**config.mk**
```make
export PLATFORM = sky130hd
export DESIGN_NAME = game_datapath
export DESIGN_NICKNAME = d
export VERILOG_FILES = /design/src/rtl/game_datapath.sv
export SDC_FILE = /design/constraint.sdc
export NUM_CORES = 1
export LEC_CHECK = 0
export CAP_MARGIN = 15
export CELL_PAD_IN_SITES_DETAIL_PLACEMENT = 1
export CELL_PAD_IN_SITES_GLOBAL_PLACEMENT = 1
export CORE_MARGIN = 2
export CORE_UTILIZATION = 35
export DETAILED_ROUTE_END_ITERATION = 6
export GPL_ROUTABILITY_DRIVEN = 0
export GPL_TIMING_DRIVEN = 0
export PLACE_DENSITY_LB_ADDON = 0.1
export REMOVE_ABC_BUFFERS = 1
export SLEW_MARGIN = 20
export SYNTH_ARGS = -nofsm -noshare
export SYNTH_HDL_FRONTEND = slang
export SYNTH_SLANG_ARGS = --single-unit
```
**constraint.sdc**
```tcl
create_clock -name clk -period 6.6 [get_ports clk]
set_input_delay 1.32 -clock clk [delete_from_list [all_inputs] [get_ports clk]]
set_output_delay 1.32 -clock clk [all_outputs]
set_load 0.02 [all_outputs]
```
**src/rtl/game_datapath.sv**
```systemverilog
// game_datapath -- object-phase engine behind the game control FSM.
//
// Each accepted `start` runs one phase on the object chosen by `sel`
// (0 = wall, 1 = bird). A phase has five steps:
//   1. Erase the object's rectangle in the frame buffer.
//   2. Advance its physics for one step.
//   3. Redraw the rectangle.
//   4. Test for a collision.
//   5. Pulse `flag` for one cycle.
// Pixels go out one per cycle on the VGA adapter plot interface.
//
// Ports:
//   clk, resetn      clock; synchronous active-low reset
//   start, sel       phase request and object select (sampled together)
//   flap             player key, any pulse width; stays pending until a
//                    bird update consumes it
//   busy             high from the cycle after acceptance through DONE
//   flag             one-cycle phase-done pulse
//   collision        sticky collision level (cleared only by reset)
//   x, y, colour     pixel coordinate and colour, valid while plot = 1
//   plot             pixel write strobe
//   score            walls passed, saturating at 255
//
// Build option: WALL_ACCEL_EN
//   When defined, the wall moves 1 + score[4:3] pixels per phase.
//   Otherwise it moves 1 pixel per phase.
module game_datapath #(
    parameter int          SCREEN_W    = 160,
    parameter int          SCREEN_H    = 120,
    parameter int          BIRD_X      = 40,
    parameter int          BIRD_SIZE   = 4,
    parameter int          WALL_W      = 8,
    parameter int          GAP_H       = 32,
    parameter int          GRAVITY     = 1,
    parameter int          FLAP_V      = 4,
    parameter int          MAX_FALL    = 4,
    parameter logic [2:0]  BG_COLOUR   = 3'b000,
    parameter logic [2:0]  BIRD_COLOUR = 3'b110,
    parameter logic [2:0]  WALL_COLOUR = 3'b010
) (
    input  logic       clk,
    input  logic       resetn,
    input  logic       start,
    input  logic       sel,
    input  logic       flap,
    output logic       busy,
    output logic       flag,
    output logic       collision,
    output logic [7:0] x,
    output logic [6:0] y,
    output logic [2:0] colour,
    output logic       plot,
    output logic [7:0] score
);

    localparam int BIRD_MAX  = SCREEN_H - BIRD_SIZE;     // lowest legal bird_y
    localparam int GAP_RANGE = SCREEN_H - GAP_H;         // gap_y spans 0..GAP_RANGE-1
    localparam int BIRD_Y0   = (SCREEN_H - BIRD_SIZE) / 2;
    localparam int GAP_Y0    = (SCREEN_H - GAP_H) / 2;
    localparam int WALL_X0   = SCREEN_W - WALL_W;

    typedef enum logic [2:0] {
        S_IDLE, S_ERASE, S_UPDATE, S_DRAW, S_CHECK, S_DONE
    } state_t;

    state_t            state_q, state_d;
    logic              sel_q, sel_d;
    logic [7:0]        col_q, col_d;
    logic [6:0]        row_q, row_d;
    logic [6:0]        bird_y_q, bird_y_d;
    logic signed [4:0] vel_q, vel_d;
    logic [7:0]        wall_x_q, wall_x_d;
    logic [6:0]        gap_y_q, gap_y_d;
    logic [7:0]        score_q, score_d;
    logic              flap_pend_q, flap_pend_d;
    logic [7:0]        lfsr_q, lfsr_d;
    logic              collision_q, collision_d;
    logic [7:0]        x_q, x_d;
    logic [6:0]        y_q, y_d;
    logic [2:0]        colour_q, colour_d;
    logic              plot_q, plot_d;

    logic [7:0]        obj_w_m1;
    logic [6:0]        obj_h_m1;
    logic              last_px;
    logic signed [5:0] vel_sum;
    logic signed [4:0] vel_new;
    logic signed [8:0] y_sum;
    logic [7:0]        speed;
    logic [6:0]        gap_r, gap_new;
    logic              bird_edge, h_overlap, out_gap;
    logic [7:0]        base_x;
    logic [6:0]        base_y;
    logic              in_gap;

    always_comb begin
        state_d     = state_q;
        sel_d       = sel_q;
        col_d       = col_q;
        row_d       = row_q;
        bird_y_d    = bird_y_q;
        vel_d       = vel_q;
        wall_x_d    = wall_x_q;
        gap_y_d     = gap_y_q;
        score_d     = score_q;
        collision_d = collision_q;
        x_d         = x_q;
        y_d         = y_q;
        colour_d    = colour_q;
        plot_d      = 1'b0;
        lfsr_d      = {lfsr_q[6:0], lfsr_q[7] ^ lfsr_q[5] ^ lfsr_q[4] ^ lfsr_q[3]};
        // A flap arriving in the consume cycle survives because the
        // consume branch below re-ORs the live input.
        flap_pend_d = flap_pend_q | flap;

        obj_w_m1 = sel_q ? 8'(BIRD_SIZE - 1) : 8'(WALL_W - 1);
        obj_h_m1 = sel_q ? 7'(BIRD_SIZE - 1) : 7'(SCREEN_H - 1);
        last_px  = (col_q == obj_w_m1) && (row_q == obj_h_m1);

        // Bird physics: velocity first, then position clamped to the screen.
        vel_sum = $signed({vel_q[4], vel_q}) + $signed(6'(GRAVITY));
        if (flap_pend_q)
            vel_new = 5'(-FLAP_V);
        else if (vel_sum > $signed(6'(MAX_FALL)))
            vel_new = 5'(MAX_FALL);
        else
            vel_new = vel_sum[4:0];
        y_sum = $signed({2'b00, bird_y_q}) + $signed({{4{vel_new[4]}}, vel_new});

`ifdef WALL_ACCEL_EN
        speed = 8'd1 + {6'd0, score_q[4:3]};
`else
        speed = 8'd1;
`endif
        // Fold the 7-bit LFSR slice into the legal gap range.
        gap_r   = lfsr_q[6:0];
        gap_new = (gap_r >= 7'(GAP_RANGE)) ? gap_r - 7'(GAP_RANGE) : gap_r;

        bird_edge = (bird_y_q == 7'd0) || (bird_y_q == 7'(BIRD_MAX));
        h_overlap = ({1'b0, wall_x_q} < 9'(BIRD_X + BIRD_SIZE)) &&
                    (({1'b0, wall_x_q} + 9'(WALL_W)) > 9'(BIRD_X));
        out_gap   = (bird_y_q < gap_y_q) ||
                    (({1'b0, bird_y_q} + 8'(BIRD_SIZE)) > ({1'b0, gap_y_q} + 8'(GAP_H)));

        case (state_q)
            S_IDLE: begin
                if (start) begin
                    state_d = S_ERASE;
                    sel_d   = sel;
                    col_d   = 8'd0;
                    row_d   = 7'd0;
                end
            end
            S_ERASE, S_DRAW: begin
                if (last_px) begin
                    state_d = (state_q == S_ERASE) ? S_UPDATE : S_CHECK;
                end else if (col_q == obj_w_m1) begin
                    col_d = 8'd0;
                    row_d = row_q + 7'd1;
                end else begin
                    col_d = col_q + 8'd1;
                end
            end
            S_UPDATE: begin
                state_d = S_DRAW;
                col_d   = 8'd0;
                row_d   = 7'd0;
                // After a collision the scene freezes; only the scans continue.
                if (!collision_q) begin
                    if (sel_q) begin
                        vel_d = vel_new;
                        if (flap_pend_q)
                            flap_pend_d = flap;
                        if (y_sum[8])
                            bird_y_d = 7'd0;
                        else if (y_sum > $signed(9'(BIRD_MAX)))
                            bird_y_d = 7'(BIRD_MAX);
                        else
                            bird_y_d = y_sum[6:0];
                    end else if (wall_x_q < speed) begin
                        wall_x_d = 8'(WALL_X0);
                        gap_y_d  = gap_new;
                        score_d  = (score_q == 8'hFF) ? score_q : score_q + 8'd1;
                    end else begin
                        wall_x_d = wall_x_q - speed;
                    end
                end
            end
            S_CHECK: begin
                state_d = S_DONE;
                if (bird_edge || (h_overlap && out_gap))
                    collision_d = 1'b1;
            end
            S_DONE:  state_d = S_IDLE;
            default: state_d = S_IDLE;
        endcase

        // Pixel outputs are computed from the next-cycle scan position, so
        // they are registered in step with the state they belong to. Using
        // the _d geometry lets DRAW see the position just written by UPDATE.
        base_x = sel_d ? 8'(BIRD_X) : wall_x_d;
        base_y = sel_d ? bird_y_d : 7'd0;
        in_gap = !sel_d && (row_d >= gap_y_d) &&
                 ({1'b0, row_d} < ({1'b0, gap_y_d} + 8'(GAP_H)));
        if (state_d == S_ERASE || state_d == S_DRAW) begin
            x_d      = base_x + col_d;
            y_d      = base_y + row_d;
            colour_d = (state_d == S_ERASE) ? BG_COLOUR :
                       (sel_d ? BIRD_COLOUR : WALL_COLOUR);
            // Gap rows still take their scan cycle but write nothing.
            plot_d   = !in_gap;
        end
    end

    always_ff @(posedge clk) begin
        if (!resetn) begin
            state_q     <= S_IDLE;
            sel_q       <= 1'b0;
            col_q       <= 8'd0;
            row_q       <= 7'd0;
            bird_y_q    <= 7'(BIRD_Y0);
            vel_q       <= 5'sd0;
            wall_x_q    <= 8'(WALL_X0);
            gap_y_q     <= 7'(GAP_Y0);
            score_q     <= 8'd0;
            flap_pend_q <= 1'b0;
            lfsr_q      <= 8'hA5;
            collision_q <= 1'b0;
            x_q         <= 8'd0;
            y_q         <= 7'd0;
            colour_q    <= 3'd0;
            plot_q      <= 1'b0;
        end else begin
            state_q     <= state_d;
            sel_q       <= sel_d;
            col_q       <= col_d;
            row_q       <= row_d;
            bird_y_q    <= bird_y_d;
            vel_q       <= vel_d;
            wall_x_q    <= wall_x_d;
            gap_y_q     <= gap_y_d;
            score_q     <= score_d;
            flap_pend_q <= flap_pend_d;
            lfsr_q      <= lfsr_d;
            collision_q <= collision_d;
            x_q         <= x_d;
            y_q         <= y_d;
            colour_q    <= colour_d;
            plot_q      <= plot_d;
        end
    end

    assign busy      = (state_q != S_IDLE);
    assign flag      = (state_q == S_DONE);
    assign collision = collision_q;
    assign x         = x_q;
    assign y         = y_q;
    assign colour    = colour_q;
    assign plot      = plot_q;
    assign score     = score_q;

endmodule

```
==> results_tabular.tex <==
\begin{tabular}{lr}
\hline
Metric & Value \\
\hline
\multicolumn{2}{l}{\textbf{Outcome}} \\
\quad Run status & finished, final reports clean \\
\multicolumn{2}{l}{\textbf{Floorplan}} \\
\quad Number of I/O pins & 35 \\
\quad Number of core rows & 45 \\
\quad Area of the die & 0.0163 mm2 \\
\quad Area inside the core boundary & 0.0151 mm2 \\
\quad Height of the die & 128 um \\
\quad Die Wd & 128 um \\
\quad Effective utilization at floorplan & 0.356 \\
\multicolumn{2}{l}{\textbf{Route}} \\
\quad Routed vias & 4674 \\
\quad Post-detailed-route count of antenna-violating nets & 0 \\
\quad Post-route DRC & 0 \\
\quad First DRT Iteration DRCs & 169 \\
\quad Mean routed wirelength per cell & 16.8 um \\
\quad Final Routed Wirelength & 14.6 mm \\
\quad Detailed Routing Iterations Pass 1 & 4 \\
\quad Vias per inst & 5.39 \\
\multicolumn{2}{l}{\textbf{Pwr}} \\
\quad Clock share of power & 0.459 \\
\quad Static leakage & 0.00256 uW \\
\quad Worst IR drop on VDD & 0.120 mV \\
\quad Sequential fraction of design power & 0.436 \\
\quad Sw Share & 0.251 \\
\quad Int Pwr & 889 uW \\
\quad Sw Pwr & 299 uW \\
\quad Share of total power in combinational logic & 0.104 \\
\quad Power per Cell Area & 192 mW/mm2 \\
\multicolumn{2}{l}{\textbf{Yosys}} \\
\quad Total number of yosys warnings & 0 \\
\quad Area share of the leading cell type in the synthesized netlist & 0.306 \\
\quad Share of flip-flops with an asynchronous set or reset & 0 \\
\quad Cells taking the most area after synthesis & dfxtp\_1, ha\_1, nand2\_1 \\
\quad Number of instances in the synthesized netlist & 652 \\
\quad Netlist area before placement & 0.00537 mm2 \\
\quad Average footprint of a synthesized cell & 8.23 um2 \\
\quad Number of distinct library cells after synthesis & 69 \\
\quad Cell with the most instances after synthesis & dfxtp\_1 \\
\quad Seq cells post-synth & 82 \\
\quad Main synth FF type & dfxtp\_1 \\
\quad Number of synthesized flops with an enable pin & 0 \\
\quad Synth cell count leaders & dfxtp\_1, nand2\_1, nor2\_1 \\
\quad Register area share after synthesis & 0.306 \\
\quad Cell type with the largest total area after synthesis & dfxtp\_1 \\
\multicolumn{2}{l}{\textbf{Placed design}} \\
\quad Post-detail-place hpwl & 10.9 mm \\
\quad Worst-case setup slack after placement & 715 ps \\
\quad Instance area at placement & 0.00587 mm2 \\
\quad Placed instance count & 851 \\
\quad Number of port buffers & 33 \\
\multicolumn{2}{l}{\textbf{Critical path}} \\
\quad CP dominant cell by count & ha\_1 \\
\quad Highest-delay cell along the critical path & nor4b\_1 \\
\quad Sort of element at the end of the critical path & flip-flop \\
\quad Critical path type & flip-flop to flip-flop \\
\quad Required time worst endpoint & 6870 ps \\
\quad Longest individual stage delay on the worst path & 650 ps \\
\quad CP startpoint kind & flip-flop \\
\quad Endpoint arrival time on the critical path & 6250 ps \\
\quad Critical Path Fanout Max & 7 \\
\quad Ordered cell list for the critical path & ha\_1 > nand2b\_1 > a31oi\_1 > o21ai\_0 > a221oi\_1 > nand2\_1 > ha\_1 > a211oi\_1 > nor4b\_1 > nor4b\_1 > a311oi\_1 > a22oi\_1 > nor2\_1 > ha\_1 > fa\_1 > a21o\_1 > a21oi\_1 > o21ai\_0 > xnor2\_1 > or2\_0 > o211ai\_1 \\
\multicolumn{2}{l}{\textbf{Finish}} \\
\quad Number of nets at the end of the flow & 739 \\
\quad Number of inserted filler cells in the final layout & 1807 \\
\quad Post-Layout Inst Area & 0.00619 mm2 \\
\quad Post-Route Utilization & 0.410 \\
\quad Area growth from synthesis to final layout & 15.3\% \\
\quad Final Non-Filler Cells & 867 \\
\quad Antenna Diode Count & 0 \\
\quad Register area & 0.00164 mm2 \\
\quad Total area of multi-input combinational cells & 0.00351 mm2 \\
\quad Fraction of final layout cells with drive strength greater than 1 & 0.0486 \\
\multicolumn{2}{l}{\textbf{STA}} \\
\quad Tightest Pin Transition & 852 ps \\
\quad Slew Limit Fails & 0 \\
\quad Worst relative slew slack & 0.421 \\
\quad Worst-case setup margin in the final layout & 618 ps \\
\quad Min Tclk post-route & 5980 ps \\
\quad Number of hold violations in the final report & 0 \\
\quad Maximum achievable frequency & 167 MHz \\
\quad Total negative slack & 0 ps \\
\quad Final setup vio count & 0 \\
\quad Maximum clock skew at final layout & 5.61 ps \\
\quad Crit share post-route & 0.906 \\
\quad Unrepaired setup endpoints after global routing & false \\
\multicolumn{2}{l}{\textbf{CTS}} \\
\quad CTS H-tree depth & 3 \\
\quad Count of cells resized by post-cts repair & 0 \\
\quad Post-CTS Repair Setup Buffers & 0 \\
\quad Clock latency at the later pin of the worst-skew pair & 350 ps \\
\quad Clock-pin slew on the worst setup and hold paths & 60 ps \\
\quad Clock tree from TritonCTS & built \\
\quad Clock root buffer & clkbuf\_16 \\
\quad Number of buffers created by CTS & 9 \\
\quad Count of hold buffers inserted by post-cts repair & 0 \\
\quad Clock sinks & 82 \\
\quad CTS max path bufs & 2 \\
\multicolumn{2}{l}{\textbf{GRT}} \\
\quad Global-route wire length before repair & 24.8 mm \\
\quad Pin count of the biggest net entering global routing & 41 \\
\quad Number of antenna violations at the first check in global routing & 0 \\
\quad Remaining Overflow, GRT & 0 \\
\quad Vias in the first global route & 4942 \\
\quad Overall routing resource usage & 0.191 \\
\multicolumn{2}{l}{\textbf{Worst hold path}} \\
\quad Min-Delay Path Class & flip-flop to flip-flop \\
\multicolumn{2}{l}{\textbf{Flow run}} \\
\quad Max Cap Violations & 0 \\
\hline
\end{tabular}
-- worst paths after layout --
| check | startpoint | end | slack (ps) | cells past startpoint |
|---|---|---|---|---|
| hold reg to reg | colour[2] | colour[2] | 450 | 2 |
| setup / recovery | vel_q[0] | y[6] | 620 | 21 |
| hold / removal | colour[2] | colour[2] | 450 | 2 |
| setup reg to reg | vel_q[0] | y[6] | 620 | 21 |
-- metrics by stage --
step                power (uW)  hold slack (ps)
floorplan                  607              425
global placement           648              439
detailed placement         654              446
CTS                       1210              455
global route              1240              477
finish                    1190              449
-- placed cells by master, fill, tap and decap left out, drive strengths merged, types with 4 or more instances in the layout --
master,instances
nand3,16
o21a,7
nand2,71
nor3,14
a31oi,4
inv,30
nor2b,8
o21ai,30
o31ai,4
xnor2,25
and3,5
a221oi,4
nor4,6
nor4b,5
nor3b,4
and2,20
ha,57
a21oi,41
dfxtp,82
a21o,12
clkdlybuf4s50,32
nand4,14
nor2,69
nand2b,9
xor2,15
or3,5
a22oi,4
o21bai,4
mux2i,11
clkbuf,10
a211oi,11
-- cell families (layout without fill, tap and decap cells) --
logic type	after synthesis	count (layout)	share of synthesized area
buffers and inverters	54	81	0.0403
AND/OR/NAND/NOR	261	261	0.249
flip-flops	82	82	0.306
multiplexers	13	13	0.0247
XOR/XNOR	40	40	0.0653
AO/OA/AOI/OAI	141	141	0.170
adder cells (fa/ha/maj)	60	60	0.144
other	1	1	0.000699
-- final cells by class --
class	count	share of cell area
clock buffers	10	0.0370
multi-input cells	516	0.568
repair buffers	35	0.0590
inverters	30	0.0184
clock inverters	6	0.0144
well taps	188	0.0380
flip-flops and latches	82	0.265
-- per-layer routing --
layer	routed length (um)	up-vias	global-route usage
met5	0	-	0
met4	297	0	0.0730
met3	256	20	0.0288
met2	6550	33	0.309
met1	7480	2279	0.256
li1	-	2342	-
-- flip-flops by register name, summed over array words and instances (netlist names), 2 cells and up --
register  cells
wall_x_q      8
bird_y_q      7
gap_y_q       7
vel_q         5
score         8
colour        2
col_q         8
state_q       3
lfsr_q        8
row_q         7
y             7
x             8
-- power groups by stage --
stage	logic [uW]	registers, uW	clock network, uW
after floorplan	74.2	532	0
after global placement	119	528	0
after detailed placement	125	530	0
after CTS	126	518	562
after global routing	138	520	584
final	124	518	546
-- worst max-delay path, delay by kind of cell (launching register included) --
kind | cells | cell delay [ps]
AOI/OAI and AO/OA | 10 | 2550
xor gates and xnor gates | 1 | 150
adders and majority gates | 4 | 1370
DFF | 1 | 380
and+or+nand+nor | 6 | 1460
No activity file was read; power rests on OpenSTA's default activity.
